File: src/rtl/miller_frame_sync.sv
// rtl/miller_frame_sync.sv - Modified Miller SoF/EoF framer and X/Y/Z symbol classifier for the 14443-A PCD->PICC path
module miller_frame_sync #(
    parameter int ETU_CLKS  = 32,
    parameter int CNT_W     = 6,
    parameter int TOL       = 3,
    parameter int PAUSE_MIN = 5,
    parameter int PAUSE_MAX = 12
) (
    input  logic       in_clk,
    input  logic       in_PoR,
    input  logic       in_rx_en,
    input  logic [1:0] in_rate,
    input  logic       in_pause,
    output logic       out_enable,
    output logic       out_sof,
    output logic       out_eof,
    output logic       out_sym_valid,
    output logic [1:0] out_symbol,
    output logic       out_bit,
    output logic       out_err
);

    typedef enum logic [1:0] {IDLE, SOF, FRAME} state_t;

    localparam logic [1:0]       SYM_Y    = 2'b00;
    localparam logic [1:0]       SYM_X    = 2'b01;
    localparam logic [1:0]       SYM_Z    = 2'b10;
    localparam logic [CNT_W-1:0] ONE      = CNT_W'(1);
    localparam logic [CNT_W-1:0] PW_LIMIT = CNT_W'(PAUSE_MAX + 1);
    localparam logic [CNT_W-1:0] PW_MIN   = CNT_W'(PAUSE_MIN);
    localparam logic [CNT_W:0]   TOL_W    = (CNT_W + 1)'(TOL);

    state_t           state, state_nxt;
    logic [CNT_W-1:0] cnt, cnt_nxt, etu, etu_nxt, pw;
    logic             p_d, enable, enable_nxt, seen, seen_nxt;
    logic [1:0]       kind, kind_nxt, prev, prev_nxt;

    logic             rise, fall, pw_bad, last, z_win, x_win;
    logic [CNT_W-1:0] half;
    logic [CNT_W:0]   cnt_w, half_w;

    logic             sof, eof, vld, dec_bit, err;
    logic [1:0]       sym;

    assign rise   = in_pause & ~p_d;
    assign fall   = ~in_pause & p_d;
    // Over-long pauses are flagged the cycle the width counter reaches the limit, not at the fall.
    assign pw_bad = (p_d && pw == PW_LIMIT) || (fall && pw < PW_MIN);
    assign half   = etu >> 1;
    assign last   = (cnt == etu - ONE);
    assign cnt_w  = {1'b0, cnt};
    assign half_w = {1'b0, half};
    assign z_win  = cnt_w <= TOL_W;
    assign x_win  = (cnt_w + TOL_W >= half_w) && (cnt_w <= half_w + TOL_W);

    always_ff @(posedge in_clk) begin
        if (in_PoR) begin
            state  <= IDLE;
            cnt    <= '0;
            etu    <= '0;
            pw     <= '0;
            p_d    <= 1'b0;
            enable <= 1'b0;
            seen   <= 1'b0;
            kind   <= SYM_Y;
            prev   <= SYM_Y;
        end else begin
            state  <= state_nxt;
            cnt    <= cnt_nxt;
            etu    <= etu_nxt;
            p_d    <= in_pause;
            enable <= enable_nxt;
            seen   <= seen_nxt;
            kind   <= kind_nxt;
            prev   <= prev_nxt;
            if (rise) begin
                pw <= ONE;
            end else if (in_pause && pw != '1) begin
                pw <= pw + ONE;
            end
        end
    end

    always_comb begin
        logic       cur_seen;
        logic [1:0] cur_kind;
        logic [1:0] cur_sym;
        logic       bad;
        state_nxt  = state;
        cnt_nxt    = cnt;
        etu_nxt    = etu;
        enable_nxt = enable;
        seen_nxt   = seen;
        kind_nxt   = kind;
        prev_nxt   = prev;
        sof        = 1'b0;
        eof        = 1'b0;
        vld        = 1'b0;
        sym        = SYM_Y;
        dec_bit    = 1'b0;
        err        = 1'b0;
        cur_seen   = seen;
        cur_kind   = kind;
        cur_sym    = SYM_Y;
        bad        = 1'b0;

        if (!in_rx_en) begin
            state_nxt  = IDLE;
            enable_nxt = 1'b0;
            cnt_nxt    = '0;
            seen_nxt   = 1'b0;
        end else begin
            case (state)
                IDLE: begin
                    etu_nxt = CNT_W'(ETU_CLKS >> in_rate);
                    if (rise) begin
                        cnt_nxt   = ONE;
                        seen_nxt  = 1'b0;
                        state_nxt = SOF;
                    end
                end
                SOF: begin
                    if (rise || pw_bad) begin
                        bad = 1'b1;
                    end else if (last) begin
                        sof        = 1'b1;
                        enable_nxt = 1'b1;
                        prev_nxt   = SYM_Z;
                        cnt_nxt    = '0;
                        seen_nxt   = 1'b0;
                        state_nxt  = FRAME;
                    end else begin
                        cnt_nxt = cnt + ONE;
                    end
                end
                FRAME: begin
                    cnt_nxt = last ? '0 : cnt + ONE;
                    // A legal pause edge re-anchors the ETU counter to the nominal slot position.
                    if (rise) begin
                        if (seen) begin
                            bad = 1'b1;
                        end else if (z_win) begin
                            cur_seen = 1'b1;
                            cur_kind = SYM_Z;
                            cnt_nxt  = ONE;
                        end else if (x_win) begin
                            cur_seen = 1'b1;
                            cur_kind = SYM_X;
                            cnt_nxt  = half + ONE;
                        end else begin
                            bad = 1'b1;
                        end
                    end
                    if (pw_bad) begin
                        bad = 1'b1;
                    end
                    if (!bad && last) begin
                        cur_sym  = cur_seen ? cur_kind : SYM_Y;
                        seen_nxt = 1'b0;
                        if (cur_sym == SYM_Z && prev == SYM_X) begin
                            bad = 1'b1;
                        end else if (cur_sym == SYM_Y && prev != SYM_X) begin
                            eof        = 1'b1;
                            enable_nxt = 1'b0;
                            cnt_nxt    = '0;
                            state_nxt  = IDLE;
                        end else begin
                            vld      = 1'b1;
                            sym      = cur_sym;
                            dec_bit  = (cur_sym == SYM_X);
                            prev_nxt = cur_sym;
                        end
                    end else if (!bad) begin
                        seen_nxt = cur_seen;
                        kind_nxt = cur_kind;
                    end
                end
                default: state_nxt = IDLE;
            endcase
            if (bad) begin
                err        = 1'b1;
                enable_nxt = 1'b0;
                cnt_nxt    = '0;
                seen_nxt   = 1'b0;
                state_nxt  = IDLE;
            end
        end
    end

    assign out_enable    = enable;
    assign out_sof       = sof & ~in_PoR;
    assign out_eof       = eof & ~in_PoR;
    assign out_sym_valid = vld & ~in_PoR;
    assign out_symbol    = in_PoR ? 2'b00 : sym;
    assign out_bit       = dec_bit & ~in_PoR;
    assign out_err       = err & ~in_PoR;

endmodule

File: config.mk
export PLATFORM = sky130hd
export DESIGN_NAME = miller_frame_sync
export DESIGN_NICKNAME = d
export VERILOG_FILES = /design/src/rtl/miller_frame_sync.sv
export SDC_FILE = /design/constraint.sdc
export NUM_CORES = 1
export LEC_CHECK = 0
export ABC_AREA = 1
export ABC_CLOCK_PERIOD_IN_PS = 8300
export CELL_PAD_IN_SITES_DETAIL_PLACEMENT = 0
export CELL_PAD_IN_SITES_GLOBAL_PLACEMENT = 1
export CORE_MARGIN = 2
export CORE_UTILIZATION = 46
export DETAILED_ROUTE_END_ITERATION = 10
export PLACE_DENSITY_LB_ADDON = 0.1
export SYNTH_ARGS = -nofsm -noshare
export SYNTH_HDL_FRONTEND = slang
export SYNTH_SLANG_ARGS = --single-unit
File: constraint.sdc
create_clock -name in_clk -period 8.3 [get_ports in_clk]
set_clock_uncertainty 0.15 [all_clocks]
set_input_delay 1.66 -clock in_clk [delete_from_list [all_inputs] [get_ports in_clk]]
set_output_delay 1.66 -clock in_clk [all_outputs]
set_load 0.01 [all_outputs]
# Yosys cells after proc, flatten, opt, wreduce, memory -nomap -nowiden
# Index checks and enable logic that the tools add are counted.
[classes] add_sub_neg=6 multipliers=0 div_mod_pow=0 n_lt_le_gt_ge=4 n_eq_ne=17 shifts=1 muxes=88 bitwise=13 reduce_logical=24
[ops] operator="2-to-1 mux 6 bit" n=10
[ops] operator="2-to-1 mux 1 bit" n=50
[ops] operator="2-to-1 mux 2 bit" n=22
[ops] operator="case mux 6 bit (3 select lines)" n=1
[ops] operator="inequality test 2 bit (second input constant)" n=7
[ops] operator="adder 6 x 1 -> 6 bit (second input constant)" n=2
[ops] operator="AND reduction 6 bit" n=2
[ops] operator="adder 6 x 2 -> 7 bit (second input constant)" n=1
[ops] operator="bitwise AND 1 bit" n=7
[ops] operator="greater-or-equal comparator 7 x 5 -> 1 bit" n=1
[ops] operator="logical AND 1 bit" n=7
[ops] operator="AND reduction 7 bit" n=1
[ops] operator="adder 5 x 1 -> 6 bit (second input constant)" n=1
[ops] operator="adder 5 x 2 -> 6 bit (second input constant)" n=1
[ops] operator="== test 2 x 1 -> 1 bit (second input constant)" n=3
[ops] operator="== test 6 x 4 -> 1 bit (second input constant)" n=1
[ops] operator="== test 6 bit" n=1
[ops] operator="less-or-equal comparator 6 x 2 -> 1 bit (second input constant)" n=1
[ops] operator="less-or-equal comparator 6 bit" n=1
[ops] operator="< comparator 6 x 3 -> 1 bit (second input constant)" n=1
[ops] operator="inequality test 6 bit (second input constant)" n=1
[ops] operator="inverter 1 bit" n=6
[ops] operator="case mux 2 bit (3 select lines)" n=1
[ops] operator=">> shifter 6 x 2 -> 6 bit (first input constant)" n=1
[ops] operator="18 further kinds" n=23
[word_totals] ff_bits=27 latch_bits=0 mem_bits_rw=0 rom_bits=0 inputBits=6 output_inout_bits=8 word_cells=163 memories=0

# Logic depth before layout (Yosys ltp)
# Gate-level depths: netlist of the first run.
[logic_depth] word_depth=19 mapped_depth=26 mapped_depth_nobuf=25

# Worst setup path before layout of the first run
# OpenSTA, ideal clock, no wires.
[synth_timing] path_kind="input port to output port" start="input in_pause" end="output out_sym_valid" arrival_ns=2.950 required_ns=6.490 slack_ns=3.540 cell_stages=12 n_path_buf=0 path_cell_list="inv_1 -> nor2_4 -> inv_1 -> nor2_1 -> nand3_2 -> nand2_1 -> nand2_1 -> inv_1 -> nand2_2 -> nand3_2 -> nand2_2 -> nor3_1"
[synth_between] elab_chain_cells=13 word_cells_on_any_way=28 cone_classes="eq/ne: 1; mux: 16; bitwise: 4; reduce/logical: 7"
[synth_rtl] item="start: declaration" line_no="13" source="input logic in_pause,"
[synth_rtl] item="bitwise AND 1 bit or inverter 1 bit (tied branches)" line_no="45, 46"
[synth_rtl] item="2-to-1 mux 2 bit (tied with other cells)" line_no="139" source="if (rise) begin"
[synth_rtl] item="2-to-1 mux 2 bit (tied with other cells)" line_no="113" source="case (state)"
[synth_rtl] item="2-to-1 mux 2 bit (tied with other cells)" line_no="107" source="if (!in_rx_en) begin"
[synth_rtl] item="2-to-1 mux 2 bit or 2-to-1 mux 1 bit (tied branches)" line_no="158, 154"
[synth_rtl] item="zero test 2 bit or 2-to-1 mux 1 bit (tied branches)" line_no="162, 113"
[synth_rtl] item="logical AND 1 bit or 2-to-1 mux 1 bit (tied branches)" line_no="162, 107"
[synth_rtl] item="2-to-1 mux 1 bit or zero test 1 bit (tied branches)"
[synth_rtl] item="2-to-1 mux 1 bit or logical AND 1 bit (tied branches)" line_no="160, 157"
[synth_rtl] item="2-to-1 mux 1 bit *" line_no="157" source="if (!bad && last) begin"
[synth_rtl] item="2-to-1 mux 1 bit *" line_no="113"
[synth_rtl] item="2-to-1 mux 1 bit *" line_no="107"
[synth_rtl] item="bitwise AND 1 bit *" line_no="193" source="assign out_sym_valid = vld & ~in_PoR;"
[synth_rtl] item="end: declaration" line_no="17" source="output logic out_sym_valid,"
# Mark *: on every way between the ends. The rest lies on a longest branch, timed or not. The select of a mux whose other input is x is not followed.

# Worst setup path in the final report of the first run
# Ends and elaborated chain as after synthesis.

==> results of run 1 <==
stage by stage:
step / utilization [%] / worst slack, ps / hold WS, ps / std cells
6_report: 51.6 / 2410 / 320 / 392
3_3_place_gp: 50.5 / 2480 / 310 / 388
5_1_grt: 51.6 / 2200 / 338 / 392
4_1_cts: 51.6 / 2410 / 324 / 392
3_5_place_dp: 50.5 / 2430 / 300 / 388
2_1_floorplan: - / 3540 / 279 / 325
power by group through the flow:
stage          registers (mW)  logic, mW  clock network, mW
2_1_floorplan           0.131     0.0533                  0
3_3_place_gp            0.132     0.0690                  0
3_5_place_dp            0.132     0.0691                  0
4_1_cts                 0.129     0.0695             0.0809
5_1_grt                 0.129     0.0794             0.0866
6_report                0.129     0.0691             0.0792
kinds of logic (layout without fill, tap and decap cells):
group / after synthesis / count (layout) / share of synthesized area (%)
buffers and inverters: 61 / 74 / 11.2
AOI/OAI and AO/OA: 66 / 66 / 17.1
xor gates and xnor gates: 12 / 12 / 4.80
DFF: 25 / 25 / 22.9
adders and majority gates: 22 / 22 / 12.9
and+or+nand+nor: 139 / 139 / 31.1
metal layers:
| layer | track usage [%] | wire, um | up-vias |
|---|---|---|---|
| li1 | - | - | 1082 |
| met1 | 28.1 | 2440 | 920 |
| met2 | 37.0 | 2460 | 43 |
| met3 | 2.21 | 222 | 6 |
| met4 | 4.73 | 55 | 0 |
| met5 | 0 | 0 | - |
state kept, by name (all words and copies together), names as in the netlist:
register and cells:
prev 2, kind 2, p_d 1, seen 1, state 2, out_enable 1, etu 4, pw 6
cnt 6
cell usage in the layout (no fill, tap or decap):
cell	count
a211oi_1	4
a21oi_1	23
a21oi_2	1
a22oi_1	3
a31oi_1	1
clkbuf_8	3
clkdlybuf4s50_1	13
clkinv_1	1
dfxtp_1	25
fa_1	1
ha_1	21
inv_1	52
inv_2	4
inv_6	1
nand2_1	53
nand2_2	10
nand2_4	5
nand3_1	15
nand3_2	4
nand4_1	3
nand4_2	1
nor2_1	37
nor2_4	3
nor3_1	6
nor3b_1	1
nor4_1	1
o211ai_1	3
o21ai_0	22
o21ai_1	5
o21ai_2	2
o31ai_1	1
o32ai_1	1
xnor2_1	5
xor2_1	7
synth_stat cells (2+ instances only):
cell type and number:
buf_6 2, inv_1 52, nand3_1 15, nor2_1 37, xnor2_1 5, ha_1 21, nand2_1 53, nand2_4 5
inv_2 4, dfxtp_1 25, o21ai_2 2, nand2_2 10, o21ai_0 22, a21oi_1 23, o211ai_1 3, a22oi_1 3
o21ai_1 5, a211oi_1 4, nand4_1 3, xor2_1 7, nor3_1 6, nor2_4 3, nand3_2 4
final cells by class:
class | instances | area [um2]
flip-flops and latches | 25 | 500
fillers | 488 | 2260
well taps | 54 | 67.6
inverters | 57 | 214
clock inverters | 1 | 8.76
repair buffers | 13 | 130
multi-input cells | 239 | 1440
clock buffers | 3 | 41.3
tightest hold or removal path: cells and delay by family (launching register included):
kind             cells  cell delay (ps)
AO/OA/AOI/OAI        1               50
flip-flops           1              320
AND/OR/NAND/NOR      1               60
worst min-delay path by stage:
stage                                   end                    start  depth (start not counted)  slack (ps)
floorplan              kind[0]$_SDFFE_PP0P_     kind[0]$_SDFFE_PP0P_                          2         280
global placement       kind[1]$_SDFFE_PP0P_     kind[1]$_SDFFE_PP0P_                          2         310
detailed placement  out_enable$_SDFFE_PP0P_  out_enable$_SDFFE_PP0P_                          2         300
CTS                 out_enable$_SDFFE_PP0P_  out_enable$_SDFFE_PP0P_                          2         320
global route        out_enable$_SDFFE_PP0P_  out_enable$_SDFFE_PP0P_                          2         340
finish              out_enable$_SDFFE_PP0P_  out_enable$_SDFFE_PP0P_                          2         320
==> metrics.md, run 1 <==
| Metric | Value |
|---|---|
| WP buf/inv | `5` |
| Largest fanout on the critical path | `5` |
| Unrepaired setup endpoints after global routing | `no` |
| Share of layout cells above drive strength 1 | `10.1%` |
| Net count after synthesis | `353` |
| PwrDens | `115 nW/um2` |
| GPL Wtd Cong | `0.853` |
| Final Net Count | `367` |
| Via/cell ratio | `5.23` |
| Ys flop type | `dfxtp_1` |
| Min-delay worst type | `flop to flop` |
| # Post-CTS Setup Buffers | `0` |
| Fin crit period | `5890 ps` |
| Most frequent cell on the critical path | `inv_1` |
| Register bit total from synthesis | `25` |
| Clock sinks | `25` |
| Clk root buf | `clkbuf_8` |
| Unique masters post-synth | `34` |
| Initial antenna violation count | `0` |
| Final Cycle Share | `71.0%` |
| Largest net degree at the start of global routing | `17` |
| Largest cells by area after synthesis | `dfxtp_1 23%, ha_1 12%, nand2_1 9.1%` |
| Worst-Skew Late Latency | `270 ps` |
| Mean routed wirelength per cell | `13.2 um` |
| Initial core utilization | `47.0%` |
| Max_slew headroom | `72.8%` |
| DR iter-0 viols | `68` |
| Global route total overflow | `0` |
| Dpl cell area | `2350 um2` |
| Clk buf depth | `2` |
| Post-DP HPWL | `4050 um` |
| P_int | `0.184 mW` |
| Hold-fix buffers, CTS | `0` |
| TritonCTS Buffers | `3` |
| Core area | `4660 um2` |
| Synth Area per Inst | `6.73 um2` |
| CP endpoint | `out_sym_valid` |
| Rows | `25` |
| Critical path class | `primary input to primary output` |
| Clock-pin slew on the worst setup and hold paths | `100 ps` |
| Crit. End Element | `primary output` |
| Sequential share of power | `46.5%` |
| Critical path's slowest cell | `clkdlybuf4s50_1` |
| VDD IR-drop max | `0.0000794 V` |
| Pre-antenna DRT Iters | `4` |
| Switching Fraction | `33.6%` |
| Die X-Extent | `73.0 um` |
| Final WL | `5170 um` |
| Seq/Total Area, Yosys | `22.9%` |
| Critical Path, Cell by Cell | `clkdlybuf4s50_1 > inv_1 > nor2_4 > inv_1 > nor2_1 > nand3_2 > nand2_1 > nand2_1 > inv_1 > nand2_2 > nand3_2 > nand2_2 > nor3_1 > clkdlybuf4s50_1` |
| Post-CTS resize count | `0` |
| Synth Cell Area | `2190 um2` |
| CP startpoint | `in_pause` |
| H-tree lvl count | `1` |
| Total track usage | `21.2%` |
| Cell depth of the worst setup path | `14` |
| P&R area growth vs syn | `9.89%` |
| Switch Pwr | `0.0931 mW` |
| # IOs | `14` |
| ANT nets after route | `0` |
| Startpoint Class | `primary input` |
| Critical Path Max Stage Delay | `570 ps` |
| Ant. Diodes | `0` |
| Final non-filler cell area | `2400 um2` |
| Arrival @ worst endpoint | `4080 ps` |
| Leading area contributor after synthesis | `dfxtp_1` |
| Slew Limit Fails | `0` |
| Fin Setup TNS | `0 ps` |
| DIE HEIGHT | `73.0 um` |
| Total number of vias | `2,051` |
| CTS tree | `done` |
| Top-area cell type share of the netlist area | `22.9%` |
| Reg2reg setup slack | `5270 ps` |
| Top delay family on crit path | `buffers and inverters` |
| Clk network pwr share | `28.6%` |
| Static Leak | `1.06 nW` |
| EDFF count, synth | `0` |
| First-pass GRT wire length | `8900 um` |
| Status | `finished clean` |
| Reg2reg start | `etu[2]$_SDFFE_PP0P_` |
| Total power | `0.277 mW` |
| Crit path required time | `6490 ps` |
| Reg-to-reg endpoint | `state[0]$_SDFFE_PP0P_` |
| IO Port Bufs | `13` |
| Vias in the first global route | `1,945` |
| Final Hold Fails | `0` |
| Asr flop ratio synth | `0%` |
| Synthesized instance count | `325` |
| Worst r2r path cells | `22` |
| Fmax | `170 MHz` |
| Max-cap check violation count | `0` |
| DRC | `0` |
| Endpoints failing setup | `0` |
| Worst Tran Pin Value | `407 ps` |
| Synth warn | `0` |
| Die area | `5330 um2` |
| Combinational Power Share | `24.9%` |
(Power assumes the default switching activity.)
==> run 2, diff against run 1 <==
--- a/config.mk
+++ b/config.mk
@@ -6,11 +6,11 @@
 export NUM_CORES = 1
 export LEC_CHECK = 0
 export ABC_AREA = 1
-export ABC_CLOCK_PERIOD_IN_PS = 8300
+export ABC_CLOCK_PERIOD_IN_PS = 6100
 export CELL_PAD_IN_SITES_DETAIL_PLACEMENT = 0
 export CELL_PAD_IN_SITES_GLOBAL_PLACEMENT = 1
 export CORE_MARGIN = 2
-export CORE_UTILIZATION = 46
+export CORE_UTILIZATION = 43
 export DETAILED_ROUTE_END_ITERATION = 10
 export PLACE_DENSITY_LB_ADDON = 0.1
 export SYNTH_ARGS = -nofsm -noshare
==> constraint.sdc (replaced) <==
create_clock -name in_clk -period 6.1 [get_ports in_clk]
set_clock_uncertainty 0.15 [all_clocks]
set_input_delay 1.22 -clock in_clk [delete_from_list [all_inputs] [get_ports in_clk]]
set_output_delay 1.22 -clock in_clk [all_outputs]
set_load 0.01 [all_outputs]
==> run 2 against run 1 <==
Against the previous run:
- via count decreased by 2.9%
- register-to-register slack got worse by 2200 ps
- sequential power is 36% higher
- routed wire length is 1.6% lower
- flip-flop and latch count did not move
- highest routed layer unchanged
- largest cell class unchanged
- critical endpoint unchanged
- power grew 34%
- worst setup slack got worse by 1300 ps
==> metrics.md, run 2 (synthesized netlist as in run 1, its figures left out) <==
| Metric | Value |
|---|---|
| Top Layer Used | `met4` |
| Final Hold Fails | `0 (unchanged)` |
| Min-delay worst type | `flop to flop` |
| Startpoint Class | `primary input` |
| Clk root buf | `clkbuf_8` |
| DRC | `0 (unchanged)` |
| Total track usage | `19.9% (-1.3 points)` |
| Share of layout cells above drive strength 1 | `10.1% (unchanged)` |
| Total power | `0.372 mW (+34%)` |
| Largest fanout on the critical path | `5 (unchanged)` |
| CTS tree | `done` |
| Fin crit period | `4980 ps` |
| Final core occ | `50.2% (-1.4 points)` |
| DIE HEIGHT | `75.3 um (+3.2%)` |
| Final Cycle Share | `81.7%` |
| Final Net Count | `367 (unchanged)` |
| Worst-Skew Late Latency | `280 ps (about the same)` |
| # IOs | `14 (unchanged)` |
| Commonest non-fill, non-tap cell in the layout | `nand2_1` |
| Hold_ws | `313 ps (-7.08 ps)` |
| Dpl cell area | `2370 um2 (+0.69%)` |
| Critical path class | `primary input to primary output` |
| P&R area growth vs syn | `10.5%` |
| Pre-antenna DRT Iters | `4 (unchanged)` |
| Initial antenna violation count | `0 (unchanged)` |
| Die area | `5680 um2 (+6.6%)` |
| Post-DP HPWL | `4110 um (+1.3%)` |
| Rows | `25 (unchanged)` |
| Unrepaired setup endpoints after global routing | `no` |
| IO Port Bufs | `13 (unchanged)` |
| Hold-fix buffers, CTS | `0 (unchanged)` |
| Clock-pin slew on the worst setup and hold paths | `100 ps (about the same)` |
| H-tree lvl count | `1 (unchanged)` |
| PwrDens | `154 nW/um2 (+33%)` |
| Max_slew headroom | `73.4% (+0.59 points)` |
| Worst Tran Pin Value | `398 ps (-9.77 ps)` |
| Total number of vias | `1,992 (-2.9%)` |
| Metal-1 WL | `2520 um (+3.7%)` |
| Core area | `4820 um2 (+3.4%)` |
| Final non-filler cell area | `2420 um2 (+0.52%)` |
| Critical path's slowest cell | `clkdlybuf4s50_1` |
| DR WL met2 | `2380 um (-3.1%)` |
| Ant. Diodes | `0 (unchanged)` |
| Most frequent cell on the critical path | `inv_1` |
| Via/cell ratio | `4.92 (-6.0%)` |
| WL met3 | `126 um (-43%)` |
| Status | `finished clean` |
| Crit. End Element | `primary output` |
| Max-cap check violation count | `0 (unchanged)` |
| Critical Path, Cell by Cell | `clkdlybuf4s50_1 > inv_1 > nor2_4 > inv_1 > nor2_1 > nand3_2 > nand2_1 > nand2_1 > inv_1 > nand2_2 > nand3_2 > nand2_2 > nor3_1 > clkdlybuf4s50_1` |
| GPL Wtd Cong | `0.872 (+2.2%)` |
| Global route total overflow | `0 (unchanged)` |
| ANT nets after route | `0 (unchanged)` |
| Mean routed wirelength per cell | `12.6 um (-4.8%)` |
| Top delay family on crit path | `buffers and inverters` |
| VDD IR-drop max | `0.0000824 V (+3.8%)` |
| Post-CTS resize count | `0 (unchanged)` |
| Vias in the first global route | `1,895 (-2.6%)` |
| Initial core utilization | `45.4% (-1.5 points)` |
| Largest net degree at the start of global routing | `15 (-2)` |
| Clock sinks | `25 (unchanged)` |
| WP buf/inv | `5 (unchanged)` |
| Largest registers | `cnt (6), pw (6), etu (4)` |
| Critical Path Max Stage Delay | `570 ps (about the same)` |
| Slew Limit Fails | `0 (unchanged)` |
| Most frequent cells in the layout | `53 x nand2_1, 52 x inv_1, 37 x nor2_1` |
| Endpoints failing setup | `0 (unchanged)` |
| Clk buf depth | `2 (unchanged)` |
| Fmax | `201 MHz` |
| TritonCTS Buffers | `3 (unchanged)` |
| Fin Setup TNS | `0 ps (unchanged)` |
| DR iter-0 viols | `82 (+21%)` |
| Static Leak | `1.06 nW (about the same)` |
| # Post-CTS Setup Buffers | `0 (unchanged)` |
| Arrival @ worst endpoint | `3610 ps (-470 ps)` |
| Crit path required time | `4730 ps (-1760 ps)` |
| Die X-Extent | `75.3 um (+3.2%)` |
| First-pass GRT wire length | `8750 um (-1.7%)` |
| Final WL | `5090 um (-1.6%)` |
[run 2: area by class of cell]
cell class | count | area (um2)
fill | 528 | 2400
multi-input combinational | 239 | 1440
sequential | 25 | 500
inverter | 57 | 214
timing repair buffer | 13 | 130
tap | 67 | 83.8
clock buffer | 3 | 41.3
clock inverter | 1 | 5.00
[run 2: path summary, 6_finish.rpt]
| check | startpoint | to | slack, ps | cells after the start |
|---|---|---|---|---|
| min | kind[0]$_SDFFE_PP0P_ | kind[0]$_SDFFE_PP0P_ | 310 | 2 |
| max | in_pause | out_sym_valid | 1120 | 14 |
| max reg2reg | etu[2]$_SDFFE_PP0P_ | prev[0]$_SDFFE_PP0P_ | 3100 | 18 |
| min reg2reg | kind[0]$_SDFFE_PP0P_ | kind[0]$_SDFFE_PP0P_ | 310 | 2 |
[run 2: stage by stage]
step	worst slack [ps]	instances
final	1120	405
after global routing	883	405
after CTS	1120	405
after detailed placement	1120	401
after global placement	1170	401
after floorplan	2220	325
[run 2: worst min-delay path: stages (launching register included)]
cell and delay (ps):
dfxtp_1 310, inv_1 60, a21oi_1 50
[run 2: per-layer routing]
| layer | track usage, % | vias to the layer above |
|---|---|---|
| li1 | - | 1071 |
| met4 | 4.68 | 0 |
| met2 | 33.2 | 20 |
| met5 | 0 | - |
| met1 | 27.8 | 897 |
| met3 | 1.98 | 4 |
[run 2: power breakdown]
part	internal, mW	total (mW)	switching [mW]
sequential	0.169	0.175	0.00606
clock	0.0458	0.103	0.0570
combinational	0.0335	0.0938	0.0603
